[src/rtl/param_data_mem.sv]
// Parametrised single-port data memory with init sequencer and range check.
// Optional even-parity protection per word when PARITY_EN is defined.
module param_data_mem #(
    parameter int unsigned       DATA_W   = 16,
    parameter int unsigned       DEPTH    = 24,
    parameter int unsigned       ADDR_W   = 16,
    parameter logic [DATA_W-1:0] INIT_VAL = '0
) (
    input  logic                clk,
    input  logic                rst,
    input  logic                req,
    input  logic                we,
    input  logic [ADDR_W-1:0]   addr,
    input  logic [DATA_W-1:0]   wdata,
    input  logic [DATA_W/8-1:0] be,
    output logic                ready,
    output logic [DATA_W-1:0]   rdata,
    output logic                rvalid,
    output logic                err,
    output logic                init_done,
    output logic                perr
);

    localparam int unsigned NB    = DATA_W / 8;
    localparam int unsigned IDX_W = (DEPTH > 1) ? $clog2(DEPTH) : 1;

    localparam logic [ADDR_W:0]   DEPTH_X = (ADDR_W+1)'(DEPTH);
    localparam logic [ADDR_W-1:0] LAST_A  = ADDR_W'(DEPTH - 1);

    typedef enum logic {
        S_INIT,
        S_IDLE
    } state_t;

    state_t state_q;
    state_t state_d;

    logic [ADDR_W-1:0] init_cnt;
    logic              init_last;
    logic              init_we;

    logic              acc;
    logic              acc_wr;
    logic              acc_rd;
    logic              in_range;

    logic [IDX_W-1:0]  addr_idx;
    logic [IDX_W-1:0]  init_idx;

    logic [DATA_W-1:0] mem [DEPTH];
    logic [DATA_W-1:0] merged;

    logic              wr_en;
    logic [IDX_W-1:0]  wr_idx;
    logic [DATA_W-1:0] wr_word;

    logic              perr_d;

    assign init_last = (init_cnt == LAST_A);
    assign in_range  = ({1'b0, addr} < DEPTH_X);
    assign addr_idx  = addr[IDX_W-1:0];
    assign init_idx  = init_cnt[IDX_W-1:0];

    assign acc    = req && ready;
    assign acc_wr = acc && we;
    assign acc_rd = acc && !we;

    // State register
    always_ff @(posedge clk or negedge rst) begin
        if (!rst) begin
            state_q <= S_INIT;
        end else begin
            state_q <= state_d;
        end
    end

    // Next-state logic
    always_comb begin
        state_d = state_q;
        unique case (state_q)
            S_INIT: begin
                if (init_last) begin
                    state_d = S_IDLE;
                end
            end
            S_IDLE: begin
                state_d = S_IDLE;
            end
            default: begin
                state_d = S_INIT;
            end
        endcase
    end

    // FSM outputs
    always_comb begin
        ready     = 1'b0;
        init_done = 1'b0;
        init_we   = 1'b0;
        unique case (state_q)
            S_INIT: begin
                init_we = 1'b1;
            end
            S_IDLE: begin
                ready     = 1'b1;
                init_done = 1'b1;
            end
            default: begin
                init_we = 1'b0;
            end
        endcase
    end

    always_ff @(posedge clk or negedge rst) begin
        if (!rst) begin
            init_cnt <= '0;
        end else if (state_q == S_INIT) begin
            init_cnt <= init_cnt + 1'b1;
        end
    end

    // Byte-lane merge against the currently stored word
    always_comb begin
        merged = mem[addr_idx];
        for (int i = 0; i < NB; i++) begin
            if (be[i]) begin
                merged[8*i +: 8] = wdata[8*i +: 8];
            end
        end
    end

    always_comb begin
        wr_en   = 1'b0;
        wr_idx  = init_idx;
        wr_word = INIT_VAL;
        if (init_we) begin
            wr_en = 1'b1;
        end else if (acc_wr && in_range) begin
            wr_en   = 1'b1;
            wr_idx  = addr_idx;
            wr_word = merged;
        end
    end

    // Array contents are deliberately not reset
    always_ff @(posedge clk) begin
        if (wr_en) begin
            mem[wr_idx] <= wr_word;
        end
    end

`ifdef PARITY_EN
    logic par_mem [DEPTH];

    always_ff @(posedge clk) begin
        if (wr_en) begin
            par_mem[wr_idx] <= ^wr_word;
        end
    end

    assign perr_d = in_range &&
                    ((^mem[addr_idx]) != par_mem[addr_idx]);
`else
    assign perr_d = 1'b0;
`endif

    always_ff @(posedge clk or negedge rst) begin
        if (!rst) begin
            rdata  <= '0;
            rvalid <= 1'b0;
            err    <= 1'b0;
            perr   <= 1'b0;
        end else begin
            rvalid <= acc_rd;
            err    <= acc && !in_range;
            perr   <= acc_rd && perr_d;
            if (acc_rd) begin
                rdata <= in_range ? mem[addr_idx] : '0;
            end
        end
    end

endmodule
[config.mk]
export PLATFORM = sky130hd
export DESIGN_NAME = param_data_mem
export DESIGN_NICKNAME = d
export VERILOG_FILES = /design/src/rtl/param_data_mem.sv
export SDC_FILE = /design/constraint.sdc
export NUM_CORES = 1
export LEC_CHECK = 0
export ABC_CLOCK_PERIOD_IN_PS = 3700
export CORE_MARGIN = 5
export CORE_UTILIZATION = 50
export CTS_CLUSTER_DIAMETER = 150
export CTS_CLUSTER_SIZE = 30
export DETAILED_ROUTE_END_ITERATION = 8
export GPL_TIMING_DRIVEN = 0
export PLACE_DENSITY = 0.63
export SETUP_SLACK_MARGIN = 0.3
export SLEW_MARGIN = 25
export SYNTH_ARGS = -nofsm -noshare
export SYNTH_HDL_FRONTEND = slang
export SYNTH_SLANG_ARGS = --single-unit
[constraint.sdc]
create_clock -name clk -period 3.7 [get_ports clk]
set_input_delay 0.74 -clock clk [delete_from_list [all_inputs] [get_ports clk]]
set_output_delay 0.74 -clock clk [all_outputs]
set_load 0.02 [all_outputs]
==> results of run 1 <==
-- cell usage after synthesis, drive strengths merged (3+ instances only) --
cell type	n	area share, %
o21ai	35	1.0
nor4b	3	0.16
mux2	66	4.4
or3	15	0.56
nand2b	6	0.22
dfrtp	35	5.2
nand2	42	0.93
xnor2	11	0.57
edfxtp	384	68
nand4	4	0.24
inv	5	0.11
mux2i	130	7.8
clkbuf	16	0.36
nand3	20	0.59
o22ai	92	3.4
buf	45	1.5
nand3b	3	0.13
nand4b	17	0.88
or4	16	0.71
nor2	10	0.22
a21oi	17	0.53
or2	3	0.13
nor3	28	0.83
xor2	4	0.21
-- metal layers --
layer | GRT usage (%) | share of wire, % | vias up
met5 | 0 | 0 | -
met4 | 8.18 | 4.7 | 0
met3 | 3.54 | 8.1 | 81
met2 | 35.0 | 46 | 436
met1 | 32.6 | 42 | 5016
li1 | - | - | 4337
-- worst paths after layout --
| path | endpoint | slack [ns] | from |
|---|---|---|---|
| setup / recovery | mem[20][9] | 0.35 | addr[15] |
| hold / removal | rdata[9] | 0.05 | rst |
| setup reg to reg | mem[20][9] | 0.63 | state_q |
| hold reg to reg | rdata[11] | 0.49 | rdata[11] |
| max in group asynchronous | init_cnt[12] | 3.25 | rst |
| min in group clk | rdata[11] | 0.49 | rdata[11] |
-- kinds of logic (layout without fill, tap and decap cells) --
group / after synthesis / count (layout) / synth area share, %
other: 1 / 1 / 0.0222
buffers and inverters: 66 / 220 / 1.97
AOI/OAI and AO/OA: 149 / 154 / 5.30
xor gates and xnor gates: 15 / 15 / 0.777
DFF: 419 / 419 / 73.4
and+or+nand+nor: 172 / 172 / 5.99
muxes: 198 / 198 / 12.5
adders and majority gates: 1 / 1 / 0.0740
-- cell type report --
type	count	area, um^2
plain buffers	61	324
well taps	448	561
clock buffers	24	452
repair buffers	130	1440
multi-input cells	541	4600
inverters	5	18.8
fillers	2528	13600
flip-flops and latches	419	12400
-- through the flow --
stage          total power (W)  hold WS (ns)
2_1_floorplan          0.00540         0.443
3_3_place_gp           0.00556         0.461
3_5_place_dp           0.00558         0.470
4_1_cts                0.00774        0.0450
5_1_grt                0.00792        0.0582
6_report               0.00771        0.0515
-- repair_timing --
| item | in CTS | in global routing |
|---|---|---|
| endpoints found under the hold margin | 0 | 0 |
| resized for setup | 9 | 11 |
| setup buffers | 13 | 16 |
| setup endpoints to repair | 319 | 384 |
| cloned | 3 | 2 |
| pin swaps | 9 | 14 |
-- worst max-delay path, cell delays in order --
cell and delay, ns:
clkdlybuf4s50_1 0.45, nor4_4 0.33, nand4_4 0.28, or2_4 0.35, clkbuf_4 0.30, a21oi_2 0.59
nor3_2 0.18, buf_4 0.22, buf_4 0.17
-- flip-flops by register name, summed over array words and instances (netlist names) --
| name | count |
|---|---|
| err | 1 |
| init_cnt | 16 |
| mem | 384 |
| rdata | 16 |
| rvalid | 1 |
| state_q | 1 |
-- where the power goes --
part	switching, W	internal [W]	total [W]
logic	0.000255	0.000146	0.000401
clock network	0.00136	0.000866	0.00223
registers	0.000000275	0.00509	0.00509
==> results.md, run 1 <==
* Clk slew on worst S/H paths at 0.11 ns
* Worst hold path type: input pin to async pin
* Netlist cell types at 44
* Detail Placement HPWL at around 30 mm
* Worst relative slew slack at 44.1%
* Overall die height at slightly below 200 um
* Setup CP Type: input pin to flop
* Pwr/cell area at 390 nW/um^2
* Most used DFF post-synth: edfxtp_1
* Share of layout cells above drive strength 1 at 22.6%
* Mapped Avg Cell Area at roughly 17 um^2
* Die area at 37600 um^2
* Final WL at 43.6 mm
* Commonest cells after routing, fill and taps aside: edfxtp_1 (384), mux2i_1 (129), o22ai_1 (92)
* Largest net degree at the start of global routing at 32
* Seq cells post-synth at approximately 420
* Setup TNS at 0 ns
* Gr usage total at 22.5%
* Number of global-route vias before repair at 9707
* H-tree Lvls at 1
* Cells after synthesis at 1021
* Max Clk Rate at 298 MHz
* Startpoint types: input pin
* RSZ-0062 raised after global routing: yes
* # hold bufs at CTS at 0
* Status: completed
* EDFF count, synth at roughly 380
* Fin crit share at 90.7%
* DR vias at 9870
* Detail Route Antenna Nets at 0
* Bufs on Longest Clock Path at 3
* Max IR drop VDD at 0.425 mV
* Most common cell after layout, fill and taps aside: edfxtp_1
* DR WL/cell at 26.8 um
* Fin area at 19800 um^2
* CTS root buf: clkbuf_16
* Detailed Route Iter0 Violations at 1101
* CP Max Fanout at 13
* Static Leakage at 7.70 nW
* Post-synth ARST share at 8.35%
* Dpl ws at -0.488 ns
* Initial DRT Pass Iterations at 5
* Max_cap viols at 0
* Starting Density at 50.5%
* Core area at between 30000 and 40000 um^2
* # IOs at 59
* Drt via density at approximately 6.1
* Syn. warnings at 0
* Slew at the pin closest to its max-slew limit at 0.836 ns
* Cts bufs inserted at 17
* Routability cong. at 0.863
* Fin worst setup slack at between 0.3 and 0.4 ns
* Chip Width at 194 um
* Drt drc at 0
* N_diodes at 0
* Placed instance count at ~1.6k
* Clk_lat worst skew at roughly 0.55 ns
* Count of final setup violators at 0
* Hold Vio Cnt, Final at 0
* Layout Utilization at between 50% and 60%
* Clk_skew at 0.0373 ns
* Non-Filler Instances at 1628
* Mapped cell area at 16900 um^2
* First-pass GRT wire length at 63.3 mm
* Layout Nets at 1214
* CP Data Arrival Time at 3.64 ns
* Max-slew violations at 0
* I/O Buffers at 55
* Core Rows at 67
* Dpl cell area at 18900 um^2
* Sequential share of the synthesized area at approximately 73%
* Post-route minimum period at 3.35 ns
* GRT Residual Overflow at 0
* Crit end category: flop
* Clock sinks at 419
* Critical Path RT at roughly 4 ns
* Syn_nets at 1060
* Initial antenna violation count at 0
* Synth-to-layout area growth at 17.2%
* CTS tree: built
* Reg2Reg Depth at 8
Power figures use the tool's default switching activity.
==> run 2, diff against run 1 <==
Settings changed: ABC_CLOCK_PERIOD_IN_PS 3700 to 4200, SLEW_MARGIN 25 to default.
Clock period 3.7 ns to 4.2 ns, I/O delays scaled along.
==> run 2 against run 1 <==
Net effect: clock skew fell by 0.022 ns; setup slack got worse by 0.14 ns; critical path depth fell by 1; sequential power fell by 12%; power fell by 12%; sequential cell count did not move; combinational power fell by 15%; clock power fell by 11%; via count fell by 2.1%; wire length fell by 1.5%; final area fell by 2.1%; clock-buffer cell count rose by 5; largest power group unchanged.
==> results.md, run 2 (synthesis gave the netlist of run 1 again) <==
* Status: completed
* Layout Nets at 1189 (-2.1%)
* Met2 usage at 35.6% (+0.60 points)
* Gr usage total at 22.3% (-0.16 points)
* Setup CP Type: input pin to flop
* CP Max Fanout at 13 (unchanged)
* CTS root buf: clkbuf_16
* Layout filler cell count at 2581 (+2.1%)
* Cts bufs inserted at 17 (unchanged)
* Clk slew on worst S/H paths at 0.11 ns (about the same)
* Final WL at 42.9 mm (-1.5%)
* Storage cell area at 12400 um^2 (unchanged)
* Largest net degree at the start of global routing at 36 (+13%)
* Max IR drop VDD at 0.258 mV (-39%)
* Buf/Inv on CP at 4 (unchanged)
* Met1 global-route usage at 32.9% (+0.29 points)
* Startpoint types: input pin
* CP Data Arrival Time at 4.37 ns (+0.73 ns)
* Slew at the pin closest to its max-slew limit at 1.35 ns (+0.514 ns)
* Commonest cells after routing, fill and taps aside: edfxtp_1 (384), mux2i_1 (129), o22ai_1 (92)
* RSZ-0062 raised after global routing: yes
* Layout Utilization at 57.9% (-1.3 points)
* Routability cong. at 0.849 (-1.6%)
* CP max-delay cell: a21oi_2
* Worst relative slew slack at 9.03% (-35 points)
* Hold Vio Cnt, Final at 0 (unchanged)
* Drt via density at 6.01 (-0.88%)
* N_diodes at 0 (unchanged)
* Chip Width at 194 um (unchanged)
* DR vias at 9663 (-2.1%)
* DR WL/cell at 26.7 um (-0.31%)
* Critical path, cell by cell: clkdlybuf4s50_1 > nor4_4 > nand4_4 > or2_4 > buf_2 > clkbuf_1 > a21oi_2 > buf_8
* Bufs on Longest Clock Path at 3 (unchanged)
* CTS tree: built
* Detail Route Antenna Nets at 0 (unchanged)
* Max-slew violations at 0 (unchanged)
* # hold bufs at CTS at 0 (unchanged)
* Count of final setup violators at 0 (unchanged)
* Clk_skew at 0.0148 ns (-0.0225 ns)
* Clk_lat worst skew at 0.53 ns (-0.02 ns)
* Largest register FFs at 384 (unchanged)
* Share of layout cells above drive strength 1 at 20.2% (-2.5 points)
* Detail Placement HPWL at 31.1 mm (+2.8%)
* Starting Density at 50.5% (unchanged)
* Max Clk Rate at 251 MHz
* Critical Path RT at 4.58 ns (+0.59 ns)
* Initial antenna violation count at 0 (unchanged)
* Die area at 37600 um^2 (unchanged)
* Synth-to-layout area growth at 14.7%
* Core Rows at 67 (unchanged)
* Post-route minimum period at about 4.0 ns
* Crit end category: flop
* Initial DRT Pass Iterations at 5 (unchanged)
* Worst hold path type: input pin to async pin
* Area of the multi-input gates at 4420 um^2 (-3.9%)
* Largest register by flop count: mem
* Number of global-route vias before repair at 9566 (-1.5%)
* Setup TNS at 0 ns (unchanged)
* Slowest stage delay, CP at 0.81 ns (+0.22 ns)
* I/O Buffers at 55 (unchanged)
* Grt met3 use at 3.37% (-0.17 points)
* Crit path max-delay family: buffers and inverters
* Most common cell after layout, fill and taps aside: edfxtp_1
* Pwr/cell area at 351 nW/um^2 (-9.9%)
* Fin crit share at 95.0%
* Max_cap viols at 0 (unchanged)
* Global route hottest layer: met2
* Clock sinks at 419 (unchanged)
* Static Leakage at 7.41 nW (-3.8%)
* GRT Residual Overflow at 0 (unchanged)
* H-tree Lvls at 1 (unchanged)
* Detailed Route Iter0 Violations at 1039 (-5.6%)
* Overall die height at 194 um (unchanged)
* Drt drc at 0 (unchanged)
* Core area at 33400 um^2 (unchanged)
* Biggest regs: mem (384), init_cnt (16), rdata (16)
* # IOs at 59 (unchanged)
* First-pass GRT wire length at 63.0 mm (-0.52%)
-- run 2: cell types whose count changed in the layout (fill, tap and decap cells not counted), sizes merged --
| cell | delta |
|---|---|
| buf | -19 |
| a21oi | -5 |
| clkbuf | +4 |
| clkdlybuf4s50 | +1 |
| dlymetal6s2s | -1 |
-- run 2: metal layers --
metal,up-vias,wire length (um)
met3,45,3620
met5,-,0
li1,4281,-
met2,400,20100
met4,0,1070
met1,4937,18200
-- run 2: metrics by stage --
stage                     std cells  area (um^2)  hold slack, ns  total power [W]  worst slack [ns]
after floorplan                1021        16900           0.443          0.00476             0.576
after global placement         1524        18000           0.458          0.00490             -1.47
after detailed placement       1565        18700           0.465          0.00491            -0.317
after CTS                      1594        19200           0.398          0.00683             0.269
after global routing           1608        19400           0.455          0.00701             0.245
final                          1608        19400           0.375          0.00681             0.209
-- run 2: worst paths after layout --
| check | slack (ns) | cells past startpoint | start | end |
|---|---|---|---|---|
| worst max register to register | 0.87 | 7 | state_q | mem[3][8] |
| worst max-delay path | 0.21 | 8 | addr[14] | mem[3][8] |
| worst min register to register | 0.49 | 1 | init_cnt[15] | init_cnt[15] |
| max in group asynchronous | 3.34 | 1 | rst | init_cnt[13] |
| min in group clk | 0.49 | 1 | init_cnt[15] | init_cnt[15] |
| worst min-delay path | 0.37 | 1 | rst | rdata[10] |
-- run 2: worst reg2reg max path, cell delays in order, from the launching register on --
cell	delay, ns
dfrtp_1	0.41
buf_2	0.20
nand3_1	0.33
or2_4	0.22
buf_2	0.36
clkbuf_1	0.91
a21oi_2	0.38
buf_8	0.28
-- run 2: final cells by class --
cell class | instances | area share [%]
buffer | 61 | 1.62
clock buffer | 29 | 2.45
inverter | 5 | 0.0968
multi-input combinational | 536 | 22.8
sequential | 419 | 64.0
tap | 448 | 2.89
timing repair buffer | 110 | 6.13
-- run 2: where the power goes --
group          switching, W  internal, W  total [W]
combinational      0.000214     0.000125   0.000339
clock               0.00120     0.000788    0.00198
sequential      0.000000231      0.00448    0.00448
-- run 2: timing repair --
item                       4_1_cts  5_1_grt
hold endpoints to repair         0        0
setup endpoints to repair       27      207
gates resized for setup          1       10
pin swaps                        0        3
buffers inserted                 0       14
==> run 3, diff against run 2 <==
Settings changed: ABC_AREA from default to 1.
==> run 3 against run 2 <==
Net effect: sequential power hardly changed; critical endpoint is now mem[1][8]; die area is 3.5% higher; largest cell class unchanged; power is 0.60% higher; highest routed layer unchanged; non-clock buffer count fell by 20; maximum frequency up 23%; first-iteration DRC count is 15% higher; global-route usage is 1.0 points higher; clock-buffer cell count shrank 5; wire length up 7.2%; synthesized cell count is 53% higher.
==> results.md, run 3 <==
* Status: completed
* GRT Residual Overflow at 0 (unchanged)
* Drt drc at 0 (unchanged)
* Layout Nets at 1681 (+41%)
* Share of the synthesized area in the top cell type at 65.8% (-2.4 points)
* Starting Density at 50.7% (+0.18 points)
* Most used DFF post-synth: edfxtp_1
* Slew at the pin closest to its max-slew limit at 1.11 ns (-0.241 ns)
* Mapped cell area at 17500 um^2 (+3.6%)
* Detail Route Antenna Nets at 0 (unchanged)
* Switching Share at 21.6% (+0.88 points)
* Count of final setup violators at 0 (unchanged)
* CTS root buf: clkbuf_16
* DR WL/cell at 21.9 um (-18%)
* Sequential Power Share at 65.5% (-0.4 points)
* Dpl cell area at 18700 um^2 (about the same)
* Number of global-route vias before repair at 10.9k (+14%)
* Routability cong. at 1.00 (+18%)
* RSZ-0062 raised after global routing: no
* Gr usage total at 23.3% (+1.0 points)
* Clock sinks at 419 (unchanged)
* Largest register FFs at 384 (unchanged)
* Post-synth ARST share at 8.35% (unchanged)
* Max_cap viols at 0 (unchanged)
* Worst relative slew slack at 26.0% (+17 points)
* Commonest cells after routing, fill and taps aside: nand2_1 (521), edfxtp_1 (384), nand3_1 (348)
* # IOs at 59 (unchanged)
* EDFF count, synth at 384 (unchanged)
* Max-slew violations at 0 (unchanged)
* Mapped Avg Cell Area at 11.2 um^2 (-32%)
* Static Leakage at 7.63 nW (+3.0%)
* Chip Width at 197 um (+1.7%)
* CTS tree: built
* Combinational fraction of design power at 6.0% (+1.0 points)
* Dpl ws at 0.155 ns (+0.472 ns)
* Drt via density at 5.58 (-7.2%)
* I/O Buffers at 52 (-5.5%)
* Max IR drop VDD at 0.253 mV (-1.6%)
* Setup bufs post-CTS at 0 (unchanged)
* Critical Path RT at 4.37 ns (-0.21 ns)
* Sequential share of the synthesized area at 70.8% (-2.6 points)
* Clk_lat worst skew at 0.53 ns (about the same)
* Internal power at 0.00537 W (-0.51%)
* H-tree Lvls at 1 (unchanged)
* CP Data Arrival Time at 3.42 ns (-0.95 ns)
* # hold bufs at CTS at 0 (unchanged)
* Core Rows at 68 (+1.5%)
* Post-route minimum period at 3.25 ns (-0.743 ns)
* Max Clk Rate at 308 MHz (+23%)
* Largest register by flop count: mem
* Worst hold path type: input pin to async pin
* Synth-to-layout area growth at 9.52%
* Bufs on Longest Clock Path at 3 (unchanged)
* Clk slew on worst S/H paths at 0.12 ns (about the same)
* FF-to-FF Start: state_q
* N_diodes at 0 (unchanged)
* Core area at 34500 um^2 (+3.3%)
* Final WL at 46.1 mm (+7.2%)
* Beginning of the critical path: addr[1]
* Startpoint types: input pin
* CP Max Fanout at 24 (+11)
* Pwr/cell area at 357 nW/um^2 (+1.6%)
* Biggest regs: mem (384), init_cnt (16), rdata (16)
* Fin worst setup slack at 0.952 ns (+0.743 ns)
* Share of layout cells above drive strength 1 at 8.56% (-12 points)
* Crit end category: flop
* Detailed Route Iter0 Violations at 1195 (+15%)
* Most common cell in the netlist: nand2_1
* First-pass GRT wire length at 68.2 mm (+8.3%)
* Seq cells post-synth at 419 (unchanged)
* Fin area at 19200 um^2 (-1.0%)
* Yosys top cell by area: edfxtp_1
* Largest net degree at the start of global routing at 36 (unchanged)
* Clock share of power at 28.5% (-0.7 points)
* Die area at 38900 um^2 (+3.5%)
* Most frequent cells after synthesis: nand2_1 (521), edfxtp_1 (384), nand3_1 (348)
* Top cells by area, synth: edfxtp_1 (66%), nand2_1 (11%), nand3_1 (9.9%), dfrtp_1 (5.0%), buf_2 (1.6%)
* Fin crit share at 77.3% (-18 points)
* Clk_skew at 0.0189 ns (+0.00406 ns)
* Cells after synthesis at 1563 (+53%)
* Syn_nets at 1602 (+51%)
* Initial DRT Pass Iterations at 5 (unchanged)
* Setup CP Type: input pin to flop
* Overall die height at 197 um (+1.7%)
* CTS resizes at 0 (-1)
* Syn. warnings at 0 (unchanged)
* Switching power at 0.00148 W (+4.9%)
* Hold Vio Cnt, Final at 0 (unchanged)
* Cts bufs inserted at 17 (unchanged)
* Netlist cell types at 37 (-16%)
* Layout Utilization at 55.5% (-2.4 points)
* Initial antenna violation count at 0 (unchanged)
* Detail Placement HPWL at 30.8 mm (-0.82%)
* Min Hold Slack at 0.375 ns (+0.000465 ns)
* DR vias at 11.7k (+21%)
* Most common cell after layout, fill and taps aside: nand2_1
run 3: cell types whose count changed after synthesis, sizes merged, moves of 44 or more:
| cell | previous run | this run |
|---|---|---|
| mux2i | 130 | 0 |
| inv | 5 | 49 |
| nand2 | 42 | 524 |
| nand3 | 20 | 359 |
| nor2 | 10 | 74 |
| mux2 | 66 | 0 |
| o22ai | 92 | 0 |
run 3: cells by family (layout without fill, tap and decap cells):
kind of cell,after synthesis,after routing,synth area share [%]
compound gates,18,18,0.743
xor+xnor,14,14,0.700
fa+ha+maj,1,1,0.0714
buf+inv,142,226,3.64
flops,419,419,70.8
other cells,1,1,0.0214
simple gates,968,968,24.0
run 3: power by group through the flow:
stage | registers, W | logic (W) | clock network (W)
floorplan | 0.00458 | 0.000229 | 0
global placement | 0.00458 | 0.000404 | 0
detailed placement | 0.00458 | 0.000406 | 0
CTS | 0.00448 | 0.000408 | 0.00198
global route | 0.00448 | 0.000443 | 0.00213
finish | 0.00448 | 0.000411 | 0.00195
run 3: critical path, stage by stage:
cell,delay [ns]
buf_2,0.31
inv_2,0.13
buf_4,0.23
buf_2,0.21
nand3_1,0.12
nand3_1,0.11
nand3_1,0.22
nand3_1,0.24
nand3_1,0.13
nand2_1,0.06
inv_1,0.79
run 3: worst paths after layout:
kind | depth (start not counted) | slack, ns | endpoint
worst max-delay path | 11 | 0.95 | mem[1][8]
worst min-delay path | 1 | 0.38 | rdata[3]
worst max register to register | 9 | 1.30 | mem[7][0]
worst min register to register | 1 | 0.49 | init_cnt[15]
max in group asynchronous | 1 | 3.34 | init_cnt[14]
min in group clk | 1 | 0.49 | init_cnt[15]
run 3: final cells by class:
cell class / instances / area (um^2)
inverters: 51 / 193
plain buffers: 91 / 444
flip-flops and latches: 419 / 12400
repair buffers: 60 / 598
fillers: 2959 / 15400
well taps: 455 / 569
clock buffers: 24 / 452
multi-input cells: 1002 / 4520
run 3: per-stage QoR:
step                      TNS (ns)  instances  power, W
final                            0       2102   0.00685
after global routing             0       2102   0.00706
after CTS                        0       2100   0.00687
after detailed placement         0       2076   0.00498
after global placement       -4.98       2070   0.00498
after floorplan                  0       1563   0.00481
run 3: per-layer routing:
layer | vias up | routed length, um | global-route usage [%] | share of wire (%)
met5 | - | 0 | 0 | 0
met2 | 443 | 21300 | 37.6 | 46
met4 | 0 | 1420 | 6.06 | 3.1
met3 | 64 | 3380 | 3.00 | 7.3
li1 | 5526 | - | - | -
met1 | 5690 | 19900 | 34.1 | 43
